### src/rtl/uart_pkg.sv
// Shared UART definitions: frame FSM encoding, default geometry and parity helper.
package uart_pkg;

  localparam int unsigned UART_OVERSAMPLE = 16;
  localparam int unsigned UART_DATA_BITS  = 8;
  localparam int unsigned PAR_W           = 8;

  typedef enum logic [2:0] {
    IDLE   = 3'd0,
    START  = 3'd1,
    DATA   = 3'd2,
    PARITY = 3'd3,
    STOP   = 3'd4
  } uart_state_t;

  // Even parity bit of a (zero-extended) data word.
  function automatic logic parity_even(input logic [PAR_W-1:0] d);
    return ^d;
  endfunction

endpackage

### src/rtl/uart_sync2.sv
// Two-flop synchroniser for an asynchronous single-bit input.
module uart_sync2 #(
  parameter logic RESET_VAL = 1'b1
) (
  input  logic clk,
  input  logic reset,
  input  logic d,
  output logic q
);

  logic meta;

  always_ff @(posedge clk or posedge reset) begin
    if (reset) begin
      meta <= RESET_VAL;
      q    <= RESET_VAL;
    end else begin
      meta <= d;
      q    <= meta;
    end
  end

endmodule

### src/rtl/uart_receiver_ash.sv
// UART receiver: start, DATA_BITS LSB first, even parity, stop; oversampled on baud_tick.
// Define UART_RX_MAJORITY_EN to take each bit as a 2-of-3 vote over the last three ticks.
module uart_receiver_ash
  import uart_pkg::*;
#(
  parameter int unsigned OVERSAMPLE = UART_OVERSAMPLE,
  parameter int unsigned DATA_BITS  = UART_DATA_BITS
) (
  input  logic                 clk,
  input  logic                 reset,
  input  logic                 baud_tick,
  input  logic                 RXD,
  output logic [DATA_BITS-1:0] RX_Data,
  output logic                 rx_valid,
  output logic                 parity_error,
  output logic                 framing_error,
  output logic                 busy
);

  localparam int unsigned CNT_W = $clog2(OVERSAMPLE);
  localparam int unsigned IDX_W = $clog2(DATA_BITS);
  localparam logic [CNT_W-1:0] MID_START = CNT_W'(OVERSAMPLE / 2 - 1);
  localparam logic [CNT_W-1:0] MID_BIT   = CNT_W'(OVERSAMPLE - 1);
  localparam logic [IDX_W-1:0] LAST_IDX  = IDX_W'(DATA_BITS - 1);

  logic rxd_s;
  logic sample;

  uart_state_t          state_q, state_d;
  logic [CNT_W-1:0]     cnt_q, cnt_d;
  logic [IDX_W-1:0]     idx_q, idx_d;
  logic [DATA_BITS-1:0] shreg_q, shreg_d;
  logic                 par_q, par_d;
  logic                 brk_q, brk_d;
  logic                 deliver;

  uart_sync2 #(.RESET_VAL(1'b1)) u_sync (
    .clk   (clk),
    .reset (reset),
    .d     (RXD),
    .q     (rxd_s)
  );

`ifdef UART_RX_MAJORITY_EN
  // The two previous tick samples plus the current one form the vote window.
  logic [1:0] hist_q;

  always_ff @(posedge clk or posedge reset) begin
    if (reset) begin
      hist_q <= '1;
    end else if (baud_tick) begin
      hist_q <= {hist_q[0], rxd_s};
    end
  end

  assign sample = (hist_q[1] & hist_q[0]) | (hist_q[1] & rxd_s) | (hist_q[0] & rxd_s);
`else
  assign sample = rxd_s;
`endif

  always_ff @(posedge clk or posedge reset) begin
    if (reset) begin
      state_q <= IDLE;
      cnt_q   <= '0;
      idx_q   <= '0;
      shreg_q <= '0;
      par_q   <= 1'b0;
      brk_q   <= 1'b0;
    end else begin
      state_q <= state_d;
      cnt_q   <= cnt_d;
      idx_q   <= idx_d;
      shreg_q <= shreg_d;
      par_q   <= par_d;
      brk_q   <= brk_d;
    end
  end

  always_comb begin
    state_d = state_q;
    cnt_d   = cnt_q;
    idx_d   = idx_q;
    shreg_d = shreg_q;
    par_d   = par_q;
    brk_d   = brk_q;
    deliver = 1'b0;
    if (baud_tick) begin
      case (state_q)
        IDLE: begin
          if (!rxd_s) begin
            state_d = START;
            cnt_d   = '0;
          end
        end
        START: begin
          if (cnt_q == MID_START) begin
            cnt_d   = '0;
            idx_d   = '0;
            state_d = sample ? IDLE : DATA;
          end else begin
            cnt_d = cnt_q + 1'b1;
          end
        end
        DATA: begin
          if (cnt_q == MID_BIT) begin
            cnt_d   = '0;
            shreg_d = {sample, shreg_q[DATA_BITS-1:1]};
            if (idx_q == LAST_IDX) begin
              state_d = PARITY;
            end else begin
              idx_d = idx_q + 1'b1;
            end
          end else begin
            cnt_d = cnt_q + 1'b1;
          end
        end
        PARITY: begin
          if (cnt_q == MID_BIT) begin
            cnt_d   = '0;
            par_d   = sample;
            state_d = STOP;
          end else begin
            cnt_d = cnt_q + 1'b1;
          end
        end
        STOP: begin
          // After a low stop bit, park here until the line is seen high again.
          if (brk_q) begin
            if (rxd_s) begin
              brk_d   = 1'b0;
              state_d = IDLE;
            end
          end else if (cnt_q == MID_BIT) begin
            cnt_d   = '0;
            deliver = 1'b1;
            if (sample) begin
              state_d = IDLE;
            end else begin
              brk_d = 1'b1;
            end
          end else begin
            cnt_d = cnt_q + 1'b1;
          end
        end
        default: state_d = IDLE;
      endcase
    end
  end

  always_ff @(posedge clk or posedge reset) begin
    if (reset) begin
      RX_Data       <= '0;
      rx_valid      <= 1'b0;
      parity_error  <= 1'b0;
      framing_error <= 1'b0;
    end else begin
      rx_valid      <= deliver;
      parity_error  <= deliver & (par_q ^ parity_even(PAR_W'(shreg_q)));
      framing_error <= deliver & ~sample;
      if (deliver) begin
        RX_Data <= shreg_q;
      end
    end
  end

  assign busy = (state_q != IDLE);

endmodule

### config.mk
export PLATFORM = sky130hd
export DESIGN_NAME = uart_receiver_ash
export DESIGN_NICKNAME = d
export VERILOG_FILES = /design/src/rtl/uart_pkg.sv /design/src/rtl/uart_sync2.sv /design/src/rtl/uart_receiver_ash.sv
export SDC_FILE = /design/constraint.sdc
export NUM_CORES = 1
export LEC_CHECK = 0
export ABC_AREA = 1
export CORE_ASPECT_RATIO = 1.1
export CORE_MARGIN = 1.5
export CORE_UTILIZATION = 55
export DETAILED_ROUTE_END_ITERATION = 10
export GPL_TIMING_DRIVEN = 0
export PLACE_DENSITY = 0.81
export RECOVER_POWER = 50
export SLEW_MARGIN = 20
export SYNTH_ARGS = -nofsm -noshare
export SYNTH_HDL_FRONTEND = slang
export SYNTH_HIERARCHICAL = 1
export SYNTH_SLANG_ARGS = --single-unit
### constraint.sdc
create_clock -name clk -period 2.18 [get_ports clk]
set_input_delay 0.218 -clock clk [delete_from_list [all_inputs] [get_ports clk]]
set_output_delay 0.218 -clock clk [all_outputs]
set_load 0.02 [all_outputs]
==> results.cfg, run 1 <==
[routing]
wl_per_cell_um = 11.2
vias_per_cell = 5.03
drc_errors = 0
drtAntennaViolNets = 0
vias = 1343
drt_iter0_drc = 28
drtPass1Iterations = 4
drt-total-wl_mm = 3.00

[floorplanning]
pin_count = 16
dieWidth_um = 56.9
die_area_sq_mm = 0.00354
coreArea_sq_mm = 0.00305
row_count = 21
start_util = 0.576
fp.dieH_um = 62.3

[grt]
grt_pass1_wl_mm = 5.60
grtUsageMet3 = 0.0729
gr-usage-met2 = 0.298
gr-total-overflow = 0
met1_usage = 0.286
grt_max_degree = 32
grt_pass1_vias = 1251
track_usage = 0.207
antenna_found_initial = 0
grt.busiest_layer = met2

[synth]
synthesis.instances = 210
synth_cell_types = 25
syn-num-nets = 217
postSynthAreaPerCell_sq_um = 8.36
synth_warnings = 6
synth_area_sq_mm = 0.00176
yosys_register_bits = 33
yosysSeqAreaShare = 0.472

[cells_and_area]
layout_common_cells = nand2_1 (79), dfrtp_1 (31), inv_1 (22)
fin_cells = 267
num_antenna_cells = 0
drive_above_1_share = 0.189
final_common_cell = nand2_1
final_nets = 239
utilization = 0.651
syn2layout_area_growth_pct = 13.0

[place]
dp.cells = 259
preCtsSetupSlack_ns = 0.507
place.gp.congestion = 0.849
numPortBuffers = 15
place_hpwl_mm = 2.16

[timing]
report.final.slew_viol_count = 0
max_freq_mhz = 533
tightestPinTransition_ns = 1.11
fin_ws_ns = 0.302
finalCriticalPeriod_ns = 1.88
fin_worst_skew_ns = 0.0144
finalHoldViolCount = 0
relSlewSlack = 0.258
grt_setup_unrepaired = no
finalSetupViolations = 0
finalCritPeriodShare = 0.861
fin_tns_setup_ns = 0

[critical_path]
endpoint_kind = output pin
worstSetupPathType = reg -> out
reg2reg_slack_ns = 0.36
r2r_start = cnt_q[1]
cp.arrival_ns = 1.66
slowest_delay_ns = 0.55
critical_path_required_ns = 1.96
r2r-end = RX_Data[7]
crit_path_start_kind = flop
path_cells = nor2_1, nand2_1, clkdlybuf4s50_1
crit_fanout = 6
reg2reg_depth = 7
slowest_stage = clkdlybuf4s50_1

[run]
cap_violations = 0

[clock_tree]
cts_made_buffers = 5
cts.path.max_buffers = 2
clk_pin_slew_ns = 0.09
postCtsResizedCells = 0
cts_setup_buffers = 0
h-tree-depth = 2
cts_root_buffer = clkbuf_4
cts_sinks = 33
worstSkewPairLatency_ns = 0.35
cts_tree = done
ctsHoldBuffers = 0

[power_and_ir_drop]
powerDensity_mw_per_mm2 = 758
p_leak_nw = 0.986
ir_drop_mv = 0.660

[hold_path]
worst_hold_path_type = in -> async

[status]
outcome = finished, final reports clean
[Yosys cell counts (all sizes together)]
| cell | n | area [sq um] |
|---|---|---|
| o22ai | 1 | 6.26 |
| nor2 | 13 | 73.8 |
| inv | 26 | 97.6 |
| xnor2 | 1 | 8.76 |
| or2 | 1 | 6.26 |
| dfrtp | 31 | 776 |
| a21oi | 3 | 15.0 |
| nand2 | 84 | 333 |
| o21ai | 23 | 179 |
| dfstp | 2 | 52.6 |
| nand4 | 6 | 43.8 |
| ha | 3 | 37.5 |
| xor2 | 1 | 8.76 |
| buf | 2 | 22.5 |
| nand3 | 13 | 95.1 |
[through the flow]
stage | power, mW | hold slack [ns] | cell area [sq um]
after global routing | 1.62 | 0.364 | 1980
after floorplan | 1.07 | 0.130 | 1760
after global placement | 1.16 | 0.346 | 1950
after detailed placement | 1.17 | 0.347 | 1950
after CTS | 1.53 | 0.240 | 2010
final | 1.51 | 0.358 | 1980
[cell families after synthesis]
group	Yosys count	synth area share
compound gates	27	0.114
xor+xnor	2	0.00998
fa+ha+maj	3	0.0214
buf+inv	28	0.0684
flops	33	0.472
simple gates	117	0.314
[state kept, by name, summed over array words and instances (netlist names)]
register       count
rx_valid           1
u_sync/meta        1
cnt_q              4
parity_error       1
RX_Data            8
framing_error      1
par_q              1
state_q            3
u_sync/q           1
idx_q              3
shreg_q            8
brk_q              1
[layer usage]
layer	vias up	wire length, um	part of all wire
met5	-	0	0
li1	712	-	-
met1	605	1470	0.49
met2	22	1340	0.45
met3	4	141	0.047
met4	0	46	0.015
[where the power goes]
group | switching (mW) | total, mW | internal, mW | leakage, nW
clock network | 0.206 | 0.364 | 0.158 | 0.0315
registers | 0.0626 | 0.731 | 0.668 | 0.446
logic | 0.263 | 0.411 | 0.148 | 0.508
[critical path: cells and delay by family, from the launching register on]
kind	cells	cell delay [ns]
buffers and inverters	1	0.55
DFF	1	0.46
and+or+nand+nor	2	0.31
[worst max-delay path by stage]
stage,start,to,depth (start not counted)
2_1_floorplan,cnt_q[0],RX_Data[7],7
4_1_cts,state_q[0],busy,3
5_1_grt,cnt_q[0],RX_Data[7],7
3_3_place_gp,baud_tick,RX_Data[7],7
6_report,state_q[0],busy,3
3_5_place_dp,baud_tick,RX_Data[7],7
[layout make-up]
class	instances	area, sq um
Tap cell	34	42.5
Multi-Input combinational cell	149	781
Clock buffer	7	55.1
Sequential cell	33	828
Timing Repair Buffer	15	150
Buffer	2	22.5
Fill cell	270	1060
Inverter	26	97.6
Clock inverter	1	7.51
(Power assumes the default switching activity.)
==> run 2, diff against run 1 <==
- CORE_ASPECT_RATIO: 1.1 -> unset
- MAX_ROUTING_LAYER: unset -> met4
==> run 2 against run 1 <==
Critical path depth stayed put. Power is 2.5% lower. Count of clock-buffer cells in the layout is 1 higher. Final area is 0.57% higher. Sequential power is 1% higher. Final cell count is 3.7% higher. Critical endpoint unchanged.
==> results.cfg, run 2 (synthesis results as in run 1) <==
[place]
preCtsSetupSlack_ns = 0.530
numPortBuffers = 15
place.gp.congestion = 0.887
place_hpwl_mm = 2.23

[critical_path]
crit_fanout = 6
cp.arrival_ns = 1.63
path_buf_inv = 1
crit_path_start_kind = flop
critical_path_required_ns = 1.96
path_cells = nor2_1, nand2_1, clkdlybuf4s50_1
cp_top_family = buffers and inverters
slowest_stage = clkdlybuf4s50_1
endpoint_kind = output pin
slowest_delay_ns = 0.54
worstSetupPathType = reg -> out

[floorplanning]
dieWidth_um = 59.5
row_count = 20
pin_count = 16
coreArea_sq_mm = 0.00305
fp.dieH_um = 59.5
die_area_sq_mm = 0.00354
start_util = 0.575

[routing]
drc_errors = 0
drt_iter0_drc = 58
wl_per_cell_um = 10.9
routed.top_layer = met4
vias = 1383
wl_met3_um = 139
drtPass1Iterations = 4
met2_length_mm = 1.43
drt-met1-wl_mm = 1.41
drtAntennaViolNets = 0
drt-total-wl_mm = 3.01
vias_per_cell = 4.99

[power_and_ir_drop]
p_seq_frac = 0.503
p_leak_nw = 0.982
p_total_mw = 1.47
powerDensity_mw_per_mm2 = 735
combPwrFrac = 0.282
power_switching_mw = 0.523
p_clk_frac = 0.216
swShare = 0.356
ir_drop_mv = 0.425
p_int_mw = 0.944

[timing]
finalCriticalPeriod_ns = 1.85
report.final.slew_viol_count = 0
finalSetupViolations = 0
fin_tns_setup_ns = 0
max_freq_mhz = 540
fin_ws_ns = 0.329
tightestPinTransition_ns = 1.12
relSlewSlack = 0.254
finalCritPeriodShare = 0.849
grt_setup_unrepaired = no
fin_worst_skew_ns = 0.00839
finalHoldViolCount = 0

[clock_tree]
cts_made_buffers = 5
worstSkewPairLatency_ns = 0.33
cts_setup_buffers = 0
h-tree-depth = 2
cts_sinks = 33
clk_pin_slew_ns = 0.10
cts_tree = done
ctsHoldBuffers = 0
cts.path.max_buffers = 2
postCtsResizedCells = 0
cts_root_buffer = clkbuf_4

[cells_and_area]
num_antenna_cells = 0
final_nets = 239
final_common_cell = nand2_1
multi_input_area_sq_um = 793
drive_above_1_share = 0.180
fillCellCount = 265
top_regs = RX_Data (8), shreg_q (8), cnt_q (4)
layout_common_cells = nand2_1 (79), dfrtp_1 (31), inv_1 (23)
seqCellArea_sq_um = 828
syn2layout_area_growth_pct = 13.7

[grt]
grt_max_degree = 32
track_usage = 0.208
grt_pass1_wl_mm = 5.32
grt_pass1_vias = 1206
gr-total-overflow = 0
antenna_found_initial = 0

[run]
cap_violations = 0

[hold_path]
worst_hold_path_type = reg -> reg

[status]
outcome = finished, final reports clean
-- run 2: path summary, 6_finish.rpt --
check / cells after the start / end / slack, ns / startpoint
worst max-delay path: 3 / busy / 0.33 / state_q[0]
worst min-delay path: 0 / u_sync/q / 0.36 / u_sync/meta
worst max register to register: 7 / RX_Data[7] / 0.47 / cnt_q[1]
worst min register to register: 0 / u_sync/q / 0.36 / u_sync/meta
max in group asynchronous: 2 / shreg_q[6] / 0.88 / reset
min in group asynchronous: 2 / u_sync/q / 0.37 / reset
-- run 2: worst reg2reg max path, delay by kind of cell (launching register included) --
kind	cells	cell delay [ns]
adders and majority gates	1	0.27
buffers and inverters	1	0.21
and+or+nand+nor	4	0.66
DFF	1	0.40
AOI/OAI and AO/OA	1	0.05
-- run 2: cell type report --
class,instances,area share
plain buffers,2,0.0113
clock buffers,8,0.0245
inverters,26,0.0489
multi-input cells,149,0.397
flip-flops and latches,33,0.415
well taps,44,0.0276
repair buffers,15,0.0752
-- run 2: power groups by stage --
| stage | registers (mW) | logic, mW | clock network [mW] |
|---|---|---|---|
| global route | 0.743 | 0.473 | 0.361 |
| CTS | 0.738 | 0.426 | 0.327 |
| detailed placement | 0.749 | 0.424 | 0 |
| global placement | 0.742 | 0.412 | 0 |
| floorplan | 0.732 | 0.337 | 0 |
| finish | 0.738 | 0.413 | 0.316 |
-- run 2: stage by stage --
stage               utilization  hold WS [ns]  instances  instance area (sq um)
floorplan                     -         0.130        210                   1760
global placement          0.642         0.345        269                   1960
detailed placement        0.642         0.347        269                   1960
CTS                       0.658         0.253        277                   2010
global route              0.654         0.364        277                   2000
finish                    0.654         0.359        277                   2000
-- run 2: routing by layer --
metal	track usage	vias to the layer above
met5	-	-
met4	0.0762	0
met3	0.0459	6
met2	0.319	33
met1	0.273	630
li1	-	714
==> run 3, diff against run 2 <==
- clock period: 2.18 -> 1.9 ns (I/O delays scaled with it)
==> run 3 against run 2 <==
First-iteration DRC count decreased by 3.4%. Clock power increased by 15%. Die area unchanged. Critical endpoint unchanged. Sequential share of layout area decreased by 0.052 points. Hold slack got worse by 0.016 ns. Count of clock-buffer cells in the layout unchanged. Critical path type unchanged. Final area increased by 0.13%. Clock skew about the same.
==> results.cfg, run 3 (synthesis results as in run 1) <==
[status]
outcome = finished, final reports clean

[clock_tree]
cts_setup_buffers = 0
h-tree-depth = 2
cts.path.max_buffers = 2
clk_pin_slew_ns = 0.10
cts_root_buffer = clkbuf_4
worstSkewPairLatency_ns = 0.33
cts_made_buffers = 5
ctsHoldBuffers = 0
cts_tree = done
cts_sinks = 33
postCtsResizedCells = 0

[grt]
track_usage = 0.208
grt_pass1_wl_mm = 5.32
grt_pass1_vias = 1206
antenna_found_initial = 0
gr-total-overflow = 0
grt_max_degree = 32

[power_and_ir_drop]
p_leak_nw = 0.982
p_total_mw = 1.69
ir_drop_mv = 0.488
powerDensity_mw_per_mm2 = 845

[timing]
relSlewSlack = 0.254
finalCriticalPeriod_ns = 1.79
finalSetupViolations = 0
fin_worst_skew_ns = 0.00859
fin_ws_ns = 0.114
finalHoldViolCount = 0
tightestPinTransition_ns = 1.12
finalCritPeriodShare = 0.940
grt_setup_unrepaired = no
max_freq_mhz = 560
report.final.slew_viol_count = 0
fin_tns_setup_ns = 0

[critical_path]
critical_path_required_ns = 1.71
worstSetupPathType = reg -> out
crit_fanout = 6
crit_path_start_kind = flop
cp.arrival_ns = 1.60
endpoint_kind = output pin

[floorplanning]
die_area_sq_mm = 0.00354
coreArea_sq_mm = 0.00305
row_count = 20
pin_count = 16
dieWidth_um = 59.5
start_util = 0.575
fp.dieH_um = 59.5

[routing]
drtPass1Iterations = 4
drt_iter0_drc = 56
drt-total-wl_mm = 3.02
vias_per_cell = 4.98
wl_per_cell_um = 10.9
drc_errors = 0
vias = 1379
drtAntennaViolNets = 0

[cells_and_area]
final_nets = 239
syn2layout_area_growth_pct = 13.8
top_regs = RX_Data (8), shreg_q (8), cnt_q (4)
num_antenna_cells = 0
utilization = 0.655
layout_common_cells = nand2_1 (79), dfrtp_1 (31), inv_1 (23)
drive_above_1_share = 0.185
fillCellCount = 264
fin_cells = 277
final_common_cell = nand2_1

[place]
numPortBuffers = 15
place.gp.congestion = 0.887
place_hpwl_mm = 2.23
dp.cells = 269
preCtsSetupSlack_ns = 0.278

[run]
cap_violations = 0

[hold_path]
worst_hold_path_type = in -> async
[run 3: worst paths after layout]
| kind | startpoint | endpoint | slack [ns] | depth (start not counted) |
|---|---|---|---|---|
| max in group asynchronous | reset | shreg_q[6] | 0.62 | 2 |
| hold reg to reg | u_sync/meta | u_sync/q | 0.36 | 0 |
| setup reg to reg | cnt_q[1] | RX_Data[7] | 0.20 | 7 |
| setup / recovery | state_q[0] | busy | 0.11 | 3 |
| hold / removal | reset | u_sync/q | 0.34 | 2 |
| min in group clk | u_sync/meta | u_sync/q | 0.36 | 0 |
[run 3: critical path: stages (launching register included)]
cell and delay (ns):
dfrtp_1 0.47, nor2_2 0.18, nand2_1 0.09, clkdlybuf4s50_1 0.54
[run 3: layout make-up]
type	instances	area, sq um	area share
flip-flops and latches	33	828	0.415
multi-input cells	149	796	0.398
repair buffers	15	150	0.0751
inverters	26	97.6	0.0488
well taps	44	55.1	0.0276
clock buffers	8	48.8	0.0244
plain buffers	2	22.5	0.0113
[run 3: where the power goes]
group | switching, mW | total, mW | internal [mW]
logic | 0.305 | 0.477 | 0.172
clock network | 0.216 | 0.363 | 0.147
registers | 0.0828 | 0.849 | 0.767
[run 3: per-stage QoR]
step,hold slack (ns),instance area (sq um)
after floorplan,0.102,1760
after global placement,0.345,1960
after detailed placement,0.347,1960
after CTS,0.225,2010
after global routing,0.358,2000
final,0.343,2000
[run 3: routing by layer]
metal  wire length, um  up-vias  share of wire  global-route usage
met5                 0        -              0                   -
met1              1430      630           0.47               0.273
met2              1430       29           0.47               0.319
met4                31        0          0.010              0.0762
met3               131        6          0.043              0.0459
li1                  -      714              -                   -
==> variant 1: new RTL, settings of run 1 <==
`RESET_VAL` is set to 1'b1 in 2 places; all go to 1'b0.
--- a/src/rtl/uart_sync2.sv
+++ b/src/rtl/uart_sync2.sv
@@ -1,5 +1,5 @@
 // Two-flop synchroniser for an asynchronous single-bit input.
 module uart_sync2 #(
-  parameter logic RESET_VAL = 1'b1
+  parameter logic RESET_VAL = 1'b0
 ) (
   input  logic clk,
--- a/src/rtl/uart_receiver_ash.sv
+++ b/src/rtl/uart_receiver_ash.sv
@@ -35,5 +35,5 @@
   logic                 deliver;
 
-  uart_sync2 #(.RESET_VAL(1'b1)) u_sync (
+  uart_sync2 #(.RESET_VAL(1'b0)) u_sync (
     .clk   (clk),
     .reset (reset),
Behaviour: not the same (Yosys sat finds a counterexample within 4 cycles, from zero or initial values and one cycle with reset high).
==> variant 1 against run 1 <==
  * Count of clock-buffer cells in the layout did not move
  * Design area shrank 0.13%
  * Worst setup slack improved by 4.6 ps
  * Clock power decreased by 7.7%
  * Routed wire length down 1.0%
  * Sequential cell count unchanged
  * Synthesized area decreased by 0.14%
  * Power fell by 1.5%
  * Critical path type unchanged
==> variant 1: results (changes against run 1) <==
Outcome
  – Status: finished clean

Power
  – Peak VDD IR: 0.0005443 V (-18%)
  – P_leak: 0.0009891 uW (+0.28%)
  – Internal: 966.2 uW (-0.77%)

CTS
  – Clock Latency Late Sink: 320 ps (-30 ps)
  – Clock-pin slew on the worst setup and hold paths: 90 ps (about the same)
  – Post-CTS setup buffers: 0 (unchanged)
  – # resized after CTS: 0 (unchanged)

STA
  – Final setup skew: 10.54 ps (-3.833 ps)
  – Slew HR: 23.60% (-2.2 points)
  – Fin worst setup slack: 307.1 ps (+4.621 ps)

Synth
  – Most common cell in the netlist: nand2_1
  – Yosys warnings: 6 (unchanged)
  – Post-synth top cells: 79 x nand2_1, 33 x dfrtp_1, 22 x inv_1
  – Seq/Total Area, Yosys: 47.11% (-0.075 points)
  – Synth top area cells: dfrtp_1 47%, nand2_1 17%, o21ai_2 8.5%, inv_1 4.7%, nand3_1 2.9%
  – Number of distinct library cells after synthesis: 24 (-4.0%)

Placement
  – Worst slack, placed: 532.9 ps (+25.57 ps)
  – Post-DP HPWL: 2.234 mm (+3.7%)
  – Placed instance area: 0.001946 sq mm (-0.13%)
  – Placer congestion estimate: 0.8431 (-0.73%)

Finish
  – Regs by FF count: RX_Data (8), shreg_q (8), cnt_q (4)
  – Area growth syn-to-layout: 13.06% (about the same)
  – Layout cells sized above 1: 17.67% (-1.2 points)
  – Layout fillers: 278 (+3.0%)

Worst setup path
  – R2R Path Start: state_q[0]$_DFFE_PP0P_
  – Reg2reg setup slack: 460 ps (+100 ps)
  – Reg-to-reg endpoint: RX_Data[7]$_DFFE_PP0P_
  – Max incr delay on CP: 550 ps (about the same)

GRT
  – Largest net degree at the start of global routing: 32 (unchanged)
  – GRT Util Overall: 20.05% (-0.63 points)
  – First-pass GRT wire length: 5.609 mm (+0.12%)
  – Initial antenna violation count: 0 (unchanged)
  – Vias in the first global route: 1321 (+5.6%)

Routing
  – Routed vias/inst: 5.105 (+1.5%)
  – First-pass iteration count of the detailed router: 4 (unchanged)
  – Drt total wl: 2.971 mm (-1.0%)
  – Drc violations: 0 (unchanged)
  – Starting DRC count in detailed routing: 37 (+32%)
==> variant 1: changes by cell type after synthesis <==
cell and delta:
dfstp_2 -2, dfrtp_1 +2
==> variant 1: layout make-up <==
class                           instances  share of cell area [%]
Sequential cell                        33                   41.67
Timing Repair Buffer                   15                   7.576
Clock buffer                            7                   2.778
Inverter                               26                   4.924
Multi-Input combinational cell        149                   39.77
Buffer                                  2                   1.136
Tap cell                               34                   2.146
==> variant 1: logic make-up (layout without fill, tap and decap cells) <==
logic type      after synthesis  after routing  share of synthesized area [%]
buf+inv                      28             50                          6.852
fa+ha+maj                     3              3                          2.142
flops                        33             33                          47.11
simple gates                117            117                          31.48
compound gates               27             27                          11.42
xor+xnor                      2              2                         0.9995
==> variant 1: layer usage <==
| metal | part of all wire [%] | vias to the layer above | track usage (%) |
|---|---|---|---|
| li1 | - | 705 | - |
| met1 | 48 | 622 | 26.34 |
| met2 | 47 | 27 | 32.12 |
| met3 | 3.4 | 4 | 4.583 |
| met4 | 1.5 | 0 | 7.849 |
| met5 | 0 | - | 0 |
==> variant 1: power by group through the flow <==
| stage | logic, uW | registers, uW | clock network, uW |
|---|---|---|---|
| after floorplan | 337 | 730 | 0 |
| after global placement | 411 | 740 | 0 |
| after detailed placement | 425 | 745 | 0 |
| after CTS | 427 | 733 | 349 |
| after global routing | 482 | 742 | 378 |
| final | 416 | 731 | 336 |
==> variant 1: worst max path at each step <==
stage                           start                      to  slack [ps]  cells past startpoint
2_1_floorplan    cnt_q[0]$_DFFE_PP0P_  RX_Data[7]$_DFFE_PP0P_         840                      7
6_report       state_q[0]$_DFFE_PP0P_                    busy         310                      3
3_3_place_gp                    reset  RX_Data[0]$_DFFE_PP0P_         530                      2
4_1_cts        state_q[0]$_DFFE_PP0P_                    busy         320                      3
3_5_place_dp                baud_tick  RX_Data[7]$_DFFE_PP0P_         530                      7
5_1_grt        state_q[0]$_DFFE_PP0P_                    busy         170                      3
==> variant 1: stage by stage <==
| stage | std cells | hold slack, ps |
|---|---|---|
| after floorplan | 210 | -40.82 |
| after global routing | 266 | 212.3 |
| after global placement | 259 | 333.7 |
| after CTS | 266 | 77.59 |
| final | 266 | 203.9 |
| after detailed placement | 259 | 338.1 |
==> variant 2: new RTL, settings of run 1 <==
Without the edit above. Put one more register stage on the output `parity_error`, cleared by the reset. The value now appears one clock later. The other outputs are not delayed to match.
--- a/src/rtl/uart_receiver_ash.sv
+++ b/src/rtl/uart_receiver_ash.sv
@@ -23,4 +23,6 @@
   localparam logic [CNT_W-1:0] MID_BIT   = CNT_W'(OVERSAMPLE - 1);
   localparam logic [IDX_W-1:0] LAST_IDX  = IDX_W'(DATA_BITS - 1);
+
+  logic parity_error_s0;
 
   logic rxd_s;
@@ -152,9 +154,9 @@
       RX_Data       <= '0;
       rx_valid      <= 1'b0;
-      parity_error  <= 1'b0;
+      parity_error_s0 <= 1'b0;
       framing_error <= 1'b0;
     end else begin
       rx_valid      <= deliver;
-      parity_error  <= deliver & (par_q ^ parity_even(PAR_W'(shreg_q)));
+      parity_error_s0 <= deliver & (par_q ^ parity_even(PAR_W'(shreg_q)));
       framing_error <= deliver & ~sample;
       if (deliver) begin
@@ -166,4 +168,12 @@
   assign busy = (state_q != IDLE);
 
+  always_ff @(posedge clk or posedge reset) begin
+    if (reset) begin
+      parity_error <= '0;
+    end else begin
+      parity_error <= parity_error_s0;
+    end
+  end
+
 endmodule
 
Check against the original RTL: no difference found for any inputs over 10 cycles, from zero or initial values and one cycle with reset high; that may be too few to reach the edited logic, so the function may still have changed.
==> variant 2 against run 1 <==
  * Power grew 5.8%
  * Synthesized area down 0.14%
  * Non-clock buffer count stayed put
  * Via count rose by 0.30%
  * Combinational power rose by 20%
  * Routed wire length up 0.53%
  * Design area grew 0.95%
  * Sequential cell count up 1
  * Worst setup slack gained 12 ps
  * Largest power group unchanged
==> variant 2: results (changes against run 1) <==
CTS
  – Clock Latency Late Sink: 330 ps (-20 ps)
  – CTS Buf Count: 5 (unchanged)
  – H-Tree Level Count: 2 (unchanged)
  – Clock-pin slew on the worst setup and hold paths: 110 ps (+20 ps)
  – Post-CTS setup buffers: 0 (unchanged)
  – Clk buf depth: 2 (unchanged)
  – # resized after CTS: 0 (unchanged)
  – Clock root cell: clkbuf_4

Finish
  – Layout net count: 236 (-1.3%)
  – Regs by FF count: RX_Data (8), shreg_q (8), cnt_q (4)
  – Layout cells sized above 1: 16.52% (-2.4 points)
  – Layout fillers: 272 (+0.74%)
  – Antenna diodes: 0 (unchanged)

Placement
  – Placed instance area: 0.001946 sq mm (-0.13%)
  – Buffers added on ports: 15 (unchanged)
  – Placer congestion estimate: 0.8275 (-2.6%)
  – Post-DP HPWL: 2.206 mm (+2.4%)
  – Dpl cells: 256 (-1.2%)

Routing
  – First-pass iteration count of the detailed router: 4 (unchanged)
  – Drt total wl: 3.017 mm (+0.53%)
  – Starting DRC count in detailed routing: 52 (+86%)
  – Routed vias/inst: 5.102 (+1.4%)
  – Drt wl/cell: 11.43 um (+1.7%)

Worst setup path
  – Crit path DAT: approximately 1700 ps
  – Reg2reg setup slack: 550 ps (+190 ps)
  – Reg2Reg Depth: 9 (+2)
  – R2R Path Start: cnt_q[0]$_DFFE_PP0P_
  – CP Max Fanout: 6 (unchanged)
  – Critical Path Source: state_q[0]$_DFFE_PP0P_
  – Reg-to-reg endpoint: RX_Data[7]$_DFFE_PP0P_
  – Worst Setup EP: busy

Synth
  – Yosys warnings: 6 (unchanged)
  – Ys async rst share: 100.0% (unchanged)
  – Post-synth top cells: 74 x nand2_1, 32 x dfrtp_1, 24 x inv_1
  – Post-Syn Instances: 207 (-1.4%)
  – Synth top area cells: dfrtp_1 46%, nand2_1 16%, inv_1 5.1%, o21ai_0 4.3%, o21ai_2 4.0%
  – Predominant post-synthesis flop cell: dfrtp_1
  – Number of distinct library cells after synthesis: 26 (+4.0%)
  – Seq/Total Area, Yosys: 48.68% (+1.5 points)

Outcome
  – Status: finished clean

Worst hold path
  – Hold crit path type: register to register
  – Hold endpoint: parity_error$_DFF_PP0_
  – Worst Hold Path Cells: 0
  – Hold path start: parity_error_s0$_DFF_PP0_

GRT
  – GRT Util Overall: 19.95% (-0.74 points)
  – Largest net degree at the start of global routing: 33 (+3.1%)
  – First-pass GRT wire length: 5.430 mm (-3.1%)
  – Vias in the first global route: 1240 (-0.88%)

Power
  – P_leak: 0.001051 uW (+6.5%)
  – Peak VDD IR: 0.0005322 V (-19%)

STA
  – Slew HR: 21.53% (-4.3 points)
  – Final setup skew: 13.63 ps (-0.7484 ps)
==> variant 2: cell type report <==
class	instances	area (sq um)	share of cell area (%)
Sequential cell	34	853.3	42.60
Buffer	2	22.52	1.124
Timing Repair Buffer	15	150.1	7.495
Multi-Input combinational cell	142	765.7	38.23
Inverter	29	108.9	5.434
Clock inverter	1	5.005	0.2498
Tap cell	34	42.54	2.124
Clock buffer	7	55.05	2.748
==> variant 2: critical path, stage by stage, from the launching register on <==
cell and delay [ps]:
dfrtp_1 460, nor2_1 230, nand2_1 80, clkdlybuf4s50_1 540
==> variant 2: logic make-up (layout without fill, tap and decap cells) <==
logic type / after synthesis / count (layout) / share of synthesized area, %
XOR/XNOR: 1 / 1 / 0.4997
AO/OA/AOI/OAI: 31 / 31 / 10.85
AND/OR/NAND/NOR: 107 / 107 / 30.34
buffers and inverters: 31 / 54 / 7.495
flip-flops: 34 / 34 / 48.68
adder cells (fa/ha/maj): 3 / 3 / 2.142
==> variant 2: report_power, final <==
group	leakage (uW)	switching (uW)	internal (uW)
Sequential	0.000443	55.2	682
Combinational	0.000573	327	168
Clock	0.0000353	205	156
==> variant 2: metal layers <==
layer | vias up | part of all wire, % | global-route usage [%] | routed length [um]
met3 | 4 | 3.1 | 4.375 | 93
met2 | 23 | 50 | 31.98 | 1520
li1 | 697 | - | - | -
met5 | - | 0 | 0 | 0
met4 | 0 | 1.3 | 8.721 | 38
met1 | 623 | 45 | 25.94 | 1364
==> variant 2: per-stage QoR <==
stage                     hold slack, ps  total power, uW  worst slack, ps  utilization, %
after detailed placement           334.7             1251            585.3           63.83
after global routing               362.2             1709            235.3           65.72
after global placement             333.9             1242            499.3           63.83
after CTS                          247.4             1615            357.5           65.80
after floorplan                    129.5             1144            804.6               -
final                              355.7             1593            314.0           65.72
